**src/rtl/dropout_pkg.sv**
```systemverilog
// Shared constants for the dropout mask generator and the downstream dropout stage.
package dropout_pkg;

  localparam int N      = 8;
  localparam int LFSR_W = 16;

  localparam logic [15:0] LFSR_TAPS    = 16'hB400;
  localparam logic [15:0] SEED_DEFAULT = 16'hACE1;

  typedef enum logic [1:0] {
    ST_IDLE = 2'd0,
    ST_GEN  = 2'd1,
    ST_HOLD = 2'd2
  } state_e;

endpackage

```
**src/rtl/lfsr_galois_step.sv**
```systemverilog
// One step of a right-shifting Galois LFSR; purely combinational.
module lfsr_galois_step
  import dropout_pkg::*;
#(
  parameter int              W    = 16,
  parameter logic [W-1:0]    TAPS = W'(LFSR_TAPS)
) (
  input  logic [W-1:0] lfsr,
  output logic [W-1:0] next
);

  always_comb begin
    next = lfsr >> 1;
    if (lfsr[0]) next = next ^ TAPS;
  end

endmodule

```
**src/rtl/dropout_mask_gen.sv**
```systemverilog
// Dropout keep/drop mask generator: one lane per cycle from a Galois LFSR,
// result held behind a valid/ready handshake.
//
// state | meaning
// IDLE  | waiting for req_valid; seed_load honoured here only
// GEN   | stepping LFSR, writing one mask lane per cycle
// HOLD  | mask_valid high, mask frozen until mask_ready
module dropout_mask_gen #(
  parameter int                N            = dropout_pkg::N,
  parameter int                LFSR_W       = dropout_pkg::LFSR_W,
  parameter logic [LFSR_W-1:0] SEED_DEFAULT = LFSR_W'(dropout_pkg::SEED_DEFAULT)
) (
  input  logic              clk,
  input  logic              rst_n,
  input  logic              seed_load,
  input  logic [LFSR_W-1:0] seed,
  input  logic [LFSR_W-1:0] drop_thresh,
  input  logic              req_valid,
  output logic              req_ready,
  output logic              mask_valid,
  input  logic              mask_ready,
  output logic [N-1:0]      mask,
  output logic              busy
);
  import dropout_pkg::*;

  localparam int LANE_W = (N > 1) ? $clog2(N) : 1;
  localparam logic [LANE_W-1:0] LAST_LANE = LANE_W'(N - 1);

  localparam logic [1:0] S_IDLE = ST_IDLE;
  localparam logic [1:0] S_GEN  = ST_GEN;
  localparam logic [1:0] S_HOLD = ST_HOLD;

  logic [1:0]        state;
  logic [LFSR_W-1:0] lfsr;
  logic [LFSR_W-1:0] lfsr_next;
  logic [LFSR_W-1:0] thresh;
  logic [LFSR_W-1:0] seed_fix;
  logic [LANE_W-1:0] lane;

  lfsr_galois_step #(
    .W    (LFSR_W),
    .TAPS (LFSR_W'(LFSR_TAPS))
  ) u_step (
    .lfsr (lfsr),
    .next (lfsr_next)
  );

  // A zero seed would lock the LFSR, so it is replaced by the default.
  assign seed_fix = (seed == '0) ? SEED_DEFAULT : seed;

  always_ff @(posedge clk or negedge rst_n) begin
    if (!rst_n) begin
      state  <= S_IDLE;
      lfsr   <= SEED_DEFAULT;
      mask   <= '0;
      lane   <= '0;
      thresh <= '0;
    end else begin
      case (state)
        S_IDLE: begin
          if (seed_load) lfsr <= seed_fix;
          if (req_valid) begin
            thresh <= drop_thresh;
            mask   <= '0;
            lane   <= '0;
            state  <= S_GEN;
          end
        end
        S_GEN: begin
          lfsr       <= lfsr_next;
          mask[lane] <= !(lfsr_next < thresh);
          if (lane == LAST_LANE) begin
            state <= S_HOLD;
          end else begin
            lane <= lane + LANE_W'(1);
          end
        end
        S_HOLD: begin
          if (mask_ready) state <= S_IDLE;
        end
        default: state <= S_IDLE;
      endcase
    end
  end

  assign req_ready  = (state == S_IDLE);
  assign mask_valid = (state == S_HOLD);
  assign busy       = (state != S_IDLE);

endmodule

```
**config.mk**
```make
export PLATFORM = sky130hd
export DESIGN_NAME = dropout_mask_gen
export DESIGN_NICKNAME = d
export VERILOG_FILES = /design/src/rtl/dropout_pkg.sv /design/src/rtl/lfsr_galois_step.sv /design/src/rtl/dropout_mask_gen.sv
export SDC_FILE = /design/constraint.sdc
export NUM_CORES = 1
export LEC_CHECK = 0
export BUFFER_PORTS_ARGS = -buffer_cell sky130_fd_sc_hd__clkbuf_2
export CAP_MARGIN = 20
export CORE_UTILIZATION = 48
export DETAILED_ROUTE_END_ITERATION = 12
export PLACE_DENSITY = 0.71
export SKIP_LAST_GASP = 1
export SYNTH_ARGS = -nofsm -noshare
export SYNTH_HDL_FRONTEND = slang
export SYNTH_HIERARCHICAL = 1
export SYNTH_SLANG_ARGS = --single-unit
```
**constraint.sdc**
```tcl
create_clock -name clk -period 2.9 [get_ports clk]
set_input_delay 0.145 -clock clk [delete_from_list [all_inputs] [get_ports clk]]
set_output_delay 0.145 -clock clk [all_outputs]
set_load 0.02 [all_outputs]
```
==> metrics.cfg, run 1 <==
[outcome]
status = finished clean

[critical_path]
path_buf_inv = 0
startpoint_type = flip-flop
crit_path_top_delay_cell = dfstp_2
r2r_start = lfsr[0]$_DFFE_PN1P_
cp_top_family = simple AND/OR/NAND/NOR gates
cp-startpoint = lfsr[0]$_DFFE_PN1P_
slowest_delay_ps = 600
crit_chain = xor2_1 > ha_1 > and4_4 > a21oi_1 > o21ai_1 > nor4_4 > o21ai_1
cp-end-kind = flip-flop
worstPathArrival_ps = 2440
crit_type = reg2reg
cp.required_ps = 3070
crit_fanout = 8
cpMostUsedCell = o21ai_1

[yosys]
ys_top_cells_by_area = dfrtp_1, ha_1, dfstp_2
synth_area_mm2 = 0.00247
ys_async_sr_fraction = 1.00
synth_cell_types = 36
synth_area_leader_cell = dfrtp_1
yosysSeqAreaShare = 0.459
synth_edf_count = 0
syn-num-nets = 288
syn_avg_cell_area_um2 = 10.6
ys.flop_type = dfrtp_1
yosysTopAreaCellShare = 0.374
ys_warn_count = 6
synthCells = 234
ys_ff_latch = 45

[cts]
ctsResizeCount = 0
clk_latency_ps = 300
cts_tree = built
cts_sinks = 45
cts_buffers = 5
root_buffer = clkbuf_8
clk_pin_slew_ps = 80
cts_buffer_depth = 2
h-tree-depth = 2

[power_and_ir_drop]
p_leak_nw = 1.35
p_sw_frac = 0.409
power_frac_comb = 0.496
powerDensity_mw_per_mm2 = 1150
p_switching_mw = 1.32
p_seq_frac = 0.381
p_int_mw = 1.91
p_clk_frac = 0.123
ir_worst_vdd_mv = 0.456
finalPower_mw = 3.23

[grt]
grt_max_degree = 44
grt_pass1_vias = 1665
antenna_found_initial = 0
grt.overflow.total = 0
grt_pass1_wl_um = 7960
grt_use_total = 0.200

[floorplan]
num_rows = 25
die_w_um = 73.8
initial_core_util = 0.510
core_mm2 = 0.00485
dieArea_mm2 = 0.00544
ioPinCount = 48
die_h_um = 73.8

[timing]
hold_viol_final = 0
setup_violations = 0
fin_tns_setup_ps = 0
fmax_mhz = 440
rsz0062_at_grt = false
fin_crit_ps = 2270
slew_headroom = 0.643
tightestPinTransition_ps = 533
slew_violations = 0
fin_crit_sh = 0.783
fin_ws_ps = 628
finClkSkew_ps = 6.18

[detailed_routing]
detail_route.first_pass.iterations = 4
routed_wl_um = 4870
route.vias.total = 1808
vias_per_cell = 5.32
drc = 0
drt-initial-drc-count = 130
wl_per_cell_um = 14.3
postRouteAntennaNets = 0

[hold_path]
hold_path_startpoint = drop_thresh[9]
hold_class = in2reg

[place]
dp_hpwl_um = 3630
port_buffers = 47
post-place-ws_ps = 613
gp_congestion = 0.904
dpl-instance-area_mm2 = 0.00268

[layout]
fin_area_mm2 = 0.00280
final_common_cell = clkbuf_2
areaGrowthSynthToFinish_pct = 13.3
diodes = 0
fillers = 418
fin_util = 0.578
layout_common_cells = clkbuf_2, dfrtp_1, nand2_1
drive_gt1_frac = 0.322
fin_nets = 326

[job]
max_cap_violations = 0

## power by group through the flow
stage	combinational, mW	sequential, mW	clock, mW
after floorplan	1.38	1.18	0
after global placement	1.57	1.22	0
after detailed placement	1.61	1.24	0
after CTS	1.61	1.23	0.408
after global routing	1.82	1.27	0.433
final	1.60	1.23	0.398
## area by class of cell
cell class,instances,area [um^2],share of cell area
repair buffers,52,288,0.103
well taps,67,83.8,0.0299
multi-input cells,150,1140,0.406
flip-flops and latches,45,1140,0.406
clock buffers,8,90.1,0.0322
inverters,18,67.6,0.0241
## state kept, by name, summed over array words and instances (netlist names)
signal  cells
state       2
mask        8
thresh     16
lfsr       16
lane        3
## stage by stage
step                hold WS (ps)  std cells
global placement             376        330
detailed placement           382        330
global route                65.6        340
CTS                         61.7        338
finish                      72.0        340
floorplan                   -151        234
## Yosys cell counts (2+ instances only)
| cell type | number |
|---|---|
| dfrtp_1 | 37 |
| a22o_1 | 3 |
| buf_4 | 13 |
| and4_1 | 2 |
| clkbuf_1 | 3 |
| nor2_1 | 4 |
| mux2_2 | 17 |
| o21ai_1 | 8 |
| mux2i_1 | 9 |
| nor2b_1 | 2 |
| nand4b_1 | 2 |
| o22ai_1 | 8 |
| buf_2 | 5 |
| nor4_1 | 4 |
| xor2_1 | 3 |
| inv_1 | 18 |
| nand4_1 | 2 |
| nand2_1 | 21 |
| ha_1 | 17 |
| a21oi_1 | 5 |
| nand3_1 | 11 |
| dfstp_2 | 8 |
| o21ai_0 | 18 |
| nand3b_1 | 2 |
## logic make-up (layout without fill, tap and decap cells)
group,Yosys count,count (layout),share of synthesized area
compound gates,47,47,0.117
xor+xnor,3,3,0.0106
buf+inv,39,78,0.0814
fa+ha+maj,17,17,0.0860
flops,45,45,0.459
simple gates,57,57,0.132
mux,26,26,0.114
## path summary, 6_finish.rpt
check / end / slack (ps) / cells past startpoint
max: mask[7]$_DFFE_PN0P_ / 630 / 7
min: thresh[9]$_DFFE_PN0P_ / 70 / 2
max reg2reg: mask[7]$_DFFE_PN0P_ / 630 / 7
min reg2reg: lfsr[13]$_DFFE_PN1P_ / 490 / 2
max in group asynchronous: lfsr[15]$_DFFE_PN1P_ / 2010 / 4
min in group asynchronous: thresh[9]$_DFFE_PN0P_ / 240 / 2
## per-layer routing
layer,vias to the layer above,GRT usage,part of all wire
li1,894,-,-
met1,863,0.271,0.48
met2,45,0.302,0.46
met3,6,0.0480,0.037
met4,0,0.0940,0.014
met5,-,0,0
## what timing repair did
| item | in CTS | in global routing |
|---|---|---|
| endpoints found under the setup margin | 0 | 0 |
| endpoints found under the hold margin | 0 | 7 |
| buffers inserted | 0 | 0 |
| hold buffers | 0 | 1 |
No activity file was read; power rests on OpenSTA's default activity.
==> inputs of run 2 (changes only) <==
--- a/config.mk
+++ b/config.mk
@@ -5,6 +5,7 @@
 export SDC_FILE = /design/constraint.sdc
 export NUM_CORES = 1
 export LEC_CHECK = 0
+export ABC_AREA = 1
 export BUFFER_PORTS_ARGS = -buffer_cell sky130_fd_sc_hd__clkbuf_2
 export CAP_MARGIN = 20
 export CORE_UTILIZATION = 48
==> constraint.sdc (replaced) <==
create_clock -name clk -period 2.2 [get_ports clk]
set_input_delay 0.11 -clock clk [delete_from_list [all_inputs] [get_ports clk]]
set_output_delay 0.11 -clock clk [all_outputs]
set_load 0.02 [all_outputs]
==> metrics.cfg, run 2 <==
[yosys]
yosysSeqAreaShare = 0.449  ; -0.0104
ys.flop_type = dfrtp_1
yosysTopAreaCellShare = 0.366  ; -0.00851
ys_async_sr_fraction = 1.00  ; unchanged
synth_cell_types = 24  ; -33%
synthCells = 318  ; +36%
synth_area_mm2 = 0.00253  ; +2.3%
yosysMostFrequentCell = nand2_1
synth_edf_count = 0  ; unchanged
syn_avg_cell_area_um2 = 7.96  ; -25%
ys_ff_latch = 45  ; unchanged
syn-num-nets = 372  ; +29%
ys_top_cells_by_area = dfrtp_1, nand2_1, ha_1
synth_area_leader_cell = dfrtp_1
ys_warn_count = 6  ; unchanged
netlist_top_cells_count = nand2_1, nor2_1, dfrtp_1

[grt]
grt_use_total = 0.215  ; +0.0143
grt_max_degree = 24  ; -45%
grt.overflow.total = 0  ; unchanged
grt_pass1_wl_um = 9080  ; +14%
grt_pass1_vias = 1999  ; +20%
antenna_found_initial = 0  ; unchanged

[detailed_routing]
drt-initial-drc-count = 189  ; +45%
vias_per_cell = 5.01  ; -5.7%
detail_route.first_pass.iterations = 4  ; unchanged
routed_wl_um = 5240  ; +7.7%
drc = 0  ; unchanged
postRouteAntennaNets = 0  ; unchanged
wl_per_cell_um = 12.2  ; -15%
route.vias.total = 2151  ; +19%

[critical_path]
startpoint_type = flip-flop
endpoint = mask[7]$_DFFE_PN0P_
crit_type = reg2reg
r2r_cells = 10  ; +3
worstPathArrival_ps = 2100  ; -340 ps
r2r_start = lfsr[0]$_DFFE_PN1P_
cp-startpoint = lfsr[0]$_DFFE_PN1P_
crit_chain = inv_2 > nand2_1 > nand2_1 > ha_1 > a21oi_1 > o21ai_0 > a21oi_1 > nand2_1 > nand2_1 > nand2_1
cp-end-kind = flip-flop
r2r_setup_slack_ps = 290  ; -340 ps
crit_fanout = 8  ; unchanged
slowest_delay_ps = 600  ; about the same
crit_path_top_delay_cell = dfstp_2
cpMostUsedCell = nand2_1
reg2reg_to = mask[7]$_DFFE_PN0P_
cp.required_ps = 2390  ; -680 ps

[floorplan]
dieArea_mm2 = 0.00557  ; +2.3%
die_h_um = 74.6  ; +1.1%
die_w_um = 74.6  ; +1.1%
core_mm2 = 0.00511  ; +5.3%
num_rows = 26  ; +4.0%
ioPinCount = 48  ; unchanged
initial_core_util = 0.496  ; -0.0146

[power_and_ir_drop]
p_seq_frac = 0.384  ; +0.003
powerDensity_mw_per_mm2 = 1400  ; +21%
p_int_mw = 2.25  ; +18%
power_frac_comb = 0.484  ; -0.012
p_clk_frac = 0.133  ; +0.010
ir_worst_vdd_mv = 0.557  ; +22%
p_leak_nw = 1.53  ; +13%
p_sw_frac = 0.439  ; +0.0293
p_switching_mw = 1.76  ; +33%

[job]
max_cap_violations = 0  ; unchanged

[timing]
rsz0062_at_grt = false
slew_violations = 0  ; unchanged
fin_tns_setup_ps = 0  ; unchanged
tightestPinTransition_ps = 437  ; -96.2 ps
hold_viol_final = 0  ; unchanged
fmax_mhz = 524  ; +19%
fin_crit_ps = 1910  ; -364 ps
fin_ws_ps = 292  ; -336 ps
hold-worst-slack_ps = 55.4  ; -16.5 ps
fin_crit_sh = 0.867  ; +0.0840
slew_headroom = 0.709  ; +0.0654
setup_violations = 0  ; unchanged
finClkSkew_ps = 8.82  ; +2.64 ps

[layout]
final_common_cell = nand2_1
diodes = 0  ; unchanged
fin_util = 0.561  ; -0.0168
drive_gt1_frac = 0.223  ; -0.0995
fillers = 499  ; +19%
biggestRegsByFlops = lfsr x16, thresh x16, mask x8
fin_nets = 412  ; +26%
layout_common_cells = nand2_1, nor2_1, clkbuf_2
areaGrowthSynthToFinish_pct = 13.2  ; about the same
instances_no_fill = 429  ; +26%

[cts]
root_buffer = clkbuf_8
cts_tree = built
cts_hold_buffers = 2  ; +2
post_cts_buffers = 0  ; unchanged
clk_pin_slew_ps = 80  ; about the same
cts_buffers = 5  ; unchanged
clk_latency_ps = 300  ; about the same
cts_buffer_depth = 2  ; unchanged
ctsResizeCount = 0  ; unchanged
h-tree-depth = 2  ; unchanged
cts_sinks = 45  ; unchanged

[hold_path]
hold_class = in2reg
whs_path_depth = 3  ; +1

[place]
post-place-ws_ps = 299  ; -314 ps
dp.cells = 419  ; +27%
gp_congestion = 0.791  ; -13%
port_buffers = 47  ; unchanged
dp_hpwl_um = 3960  ; +9.0%

[outcome]
status = finished clean

[run 2: cell count changes after synthesis, moves of 8 or more]
cell | before | now
mux2i_1 | 9 | 0
o211ai_1 | 0 | 8
nand3_1 | 11 | 3
o22ai_1 | 8 | 0
nor2_1 | 4 | 53
inv_1 | 18 | 32
a21oi_1 | 5 | 35
mux2_2 | 17 | 1
nand2_1 | 21 | 61
[run 2: logic make-up after synthesis]
family | share of synthesized area
and+or+nand+nor | 0.196
muxes | 0.00445
AOI/OAI and AO/OA | 0.157
buffers and inverters | 0.110
adders and majority gates | 0.0840
DFF | 0.449
[run 2: area by class of cell]
| class | count | area [um^2] | share of cell area |
|---|---|---|---|
| clock buffer | 8 | 90.1 | 0.0314 |
| inverter | 38 | 143 | 0.0498 |
| multi-input combinational | 214 | 1120 | 0.390 |
| sequential | 45 | 1140 | 0.397 |
| tap | 70 | 87.6 | 0.0306 |
| timing repair buffer | 54 | 293 | 0.102 |
[run 2: worst min path at each step]
stage / from / endpoint / slack (ps)
after floorplan: rst_n / lane[0]$_DFFE_PN0P_ / -190
after global placement: rst_n / thresh[2]$_DFFE_PN0P_ / 70
after detailed placement: rst_n / thresh[2]$_DFFE_PN0P_ / 70
after CTS: drop_thresh[11] / thresh[11]$_DFFE_PN0P_ / 50
after global routing: seed[3] / lfsr[3]$_DFFE_PN0P_ / 70
final: seed[6] / lfsr[6]$_DFFE_PN1P_ / 60
[run 2: power groups by stage]
stage	logic, mW	registers (mW)	clock network [mW]
after global placement	1.86	1.53	0
after detailed placement	1.95	1.54	0
after floorplan	1.60	1.51	0
after CTS	1.96	1.54	0.543
final	1.94	1.54	0.532
after global routing	2.28	1.59	0.572
[run 2: critical path, delay by kind of cell, from the launching register on]
kind            cells  cell delay [ps]
simple gates        5              500
fa+ha+maj           1              310
compound gates      3              340
flops               1              600
buf+inv             1               60
[run 2: routing by layer]
layer | GRT usage | part of all wire | up-vias
met3 | 0.0442 | 0.043 | 6
met4 | 0.0713 | 0.013 | 0
met2 | 0.326 | 0.45 | 46
met1 | 0.307 | 0.49 | 1009
li1 | - | - | 1090
met5 | 0 | 0 | -
[run 2: metrics by stage]
stage	power [mW]	cell area (um^2)
2_1_floorplan	3.11	2530
3_3_place_gp	3.40	2760
3_5_place_dp	3.50	2760
4_1_cts	4.04	2870
5_1_grt	4.45	2870
6_report	4.01	2870
==> inputs of run 3 (changes only) <==
--- a/config.mk
+++ b/config.mk
@@ -8,9 +8,8 @@
 export ABC_AREA = 1
 export BUFFER_PORTS_ARGS = -buffer_cell sky130_fd_sc_hd__clkbuf_2
 export CAP_MARGIN = 20
-export CORE_UTILIZATION = 48
+export CORE_UTILIZATION = 30
 export DETAILED_ROUTE_END_ITERATION = 12
-export PLACE_DENSITY = 0.71
 export SKIP_LAST_GASP = 1
 export SYNTH_ARGS = -nofsm -noshare
 export SYNTH_HDL_FRONTEND = slang
==> metrics.cfg, run 3 (same netlist as run 2, synthesis figures left out) <==
[cts]
cts_sinks = 45  ; unchanged
cts_tree = built
clk_latency_ps = 300  ; about the same
cts_buffers = 5  ; unchanged
root_buffer = clkbuf_8
post_cts_buffers = 0  ; unchanged
cts_buffer_depth = 2  ; unchanged
clk_pin_slew_ps = 90  ; about the same
h-tree-depth = 2  ; unchanged

[critical_path]
startpoint_type = flip-flop
reg2reg_to = mask[4]$_DFFE_PN0P_
r2r_start = lfsr[0]$_DFFE_PN1P_
cp-startpoint = lfsr[0]$_DFFE_PN1P_
cp.required_ps = 2400  ; about the same
r2r_cells = 10  ; unchanged
cpMostUsedCell = nand2_1
cp-end-kind = flip-flop
endpoint = mask[4]$_DFFE_PN0P_
crit_type = reg2reg
worstPathArrival_ps = 2160  ; +60 ps
slowest_delay_ps = 610  ; about the same
crit_fanout = 8  ; unchanged
crit_path_top_delay_cell = dfstp_2
crit_chain = inv_2 > nand2_1 > nand2_1 > ha_1 > a21oi_1 > o21ai_0 > a21oi_1 > nand2_1 > nand2_1 > nand2_1
r2r_setup_slack_ps = 240  ; -50 ps

[floorplan]
initial_core_util = 0.310  ; -0.186
dieArea_mm2 = 0.00881  ; +58%
ioPinCount = 48  ; unchanged
die_w_um = 93.9  ; +26%
core_mm2 = 0.00818  ; +60%
num_rows = 33  ; +27%
die_h_um = 93.9  ; +26%

[layout]
fin_area_mm2 = 0.00292  ; +2.0%
fin_nets = 411  ; -0.24%
areaGrowthSynthToFinish_pct = 15.5
drive_gt1_frac = 0.223  ; +0.000622
instances_no_fill = 463  ; +7.9%
biggestRegsByFlops = lfsr x16, thresh x16, mask x8
final_common_cell = nand2_1
diodes = 0  ; unchanged
layout_common_cells = nand2_1, nor2_1, clkbuf_2

[power_and_ir_drop]
powerDensity_mw_per_mm2 = 1410  ; +0.73%
p_leak_nw = 1.53  ; +0.33%
ir_worst_vdd_mv = 0.518  ; -7.0%

[timing]
slew_violations = 0  ; unchanged
rsz0062_at_grt = false
setup_violations = 0  ; unchanged
fin_crit_ps = 1960  ; +52.2 ps
slew_headroom = 0.608  ; -0.100
fin_tns_setup_ps = 0  ; unchanged
finClkSkew_ps = 12.5  ; +3.64 ps
tightestPinTransition_ps = 587  ; +150 ps
fin_crit_sh = 0.891  ; +0.0237
hold_viol_final = 0  ; unchanged
fmax_mhz = 510  ; -2.7%

[place]
dp_hpwl_um = 4230  ; +6.8%
dp.cells = 453  ; +8.1%
dpl-instance-area_mm2 = 0.00279  ; +1.3%
port_buffers = 47  ; unchanged
gp_congestion = 0.758  ; -4.2%

[grt]
grt_pass1_wl_um = 9760  ; +7.4%
grt_max_degree = 46  ; +92%
grt_pass1_vias = 2083  ; +4.2%
antenna_found_initial = 0  ; unchanged
grt_use_total = 0.144  ; -0.0710
grt.overflow.total = 0  ; unchanged

[hold_path]
hold_class = in2reg

[detailed_routing]
detail_route.first_pass.iterations = 4  ; unchanged
wl_per_cell_um = 12.3  ; +0.75%
drc = 0  ; unchanged
vias_per_cell = 4.53  ; -9.6%
postRouteAntennaNets = 0  ; unchanged
route.vias.total = 2099  ; -2.4%
drt-initial-drc-count = 97  ; -49%
routed_wl_um = 5700  ; +8.7%

[outcome]
status = finished clean

[job]
max_cap_violations = 0  ; unchanged

run 3: power breakdown:
part           switching (mW)  internal (mW)
combinational            1.22          0.716
sequential              0.268           1.27
clock                   0.295          0.341
total                    1.79           2.33
run 3: how the worst min path moves through the flow:
stage,startpoint,to,cells after the start
after global placement,rst_n,lfsr[1]$_DFFE_PN0P_,2
after global routing,drop_thresh[13],thresh[13]$_DFFE_PN0P_,3
after detailed placement,rst_n,lfsr[12]$_DFFE_PN0P_,2
after floorplan,rst_n,lane[0]$_DFFE_PN0P_,0
after CTS,drop_thresh[9],thresh[9]$_DFFE_PN0P_,3
final,drop_thresh[9],thresh[9]$_DFFE_PN0P_,3
run 3: cell type report:
cell class,instances,area (um^2)
clock buffer,6,72.6
clock inverter,2,38.8
fill,865,5250
inverter,38,143
multi-input combinational,214,1120
sequential,45,1140
tap,105,131
timing repair buffer,53,285
run 3: timing repair:
| item | in CTS | in global routing |
|---|---|---|
| resized for setup | 0 | 0 |
| hold buffers | 2 | 0 |
| endpoints found under the hold margin | 38 | 0 |
run 3: routing by layer:
layer,up-vias,GRT usage,share of wire
met2,38,0.228,0.44
met4,0,0.0385,0.012
met5,-,0,0
met3,6,0.0372,0.044
met1,973,0.193,0.50
li1,1082,-,-
run 3: worst max-delay path: cells and delay by family, from the launching register on:
| family | cells | cell delay (ps) |
|---|---|---|
| buffers and inverters | 1 | 60 |
| and+or+nand+nor | 5 | 530 |
| DFF | 1 | 610 |
| adders and majority gates | 1 | 310 |
| AOI/OAI and AO/OA | 3 | 350 |
run 3: through the flow:
step	power (mW)	setup slack (ps)	hold WS, ps	utilization
final	4.12	240	46.0	0.358
after CTS	4.16	235	32.6	0.358
after floorplan	3.11	533	-186	-
after detailed placement	3.50	260	241	0.341
after global routing	4.56	27.5	42.1	0.358
after global placement	3.42	378	243	0.341
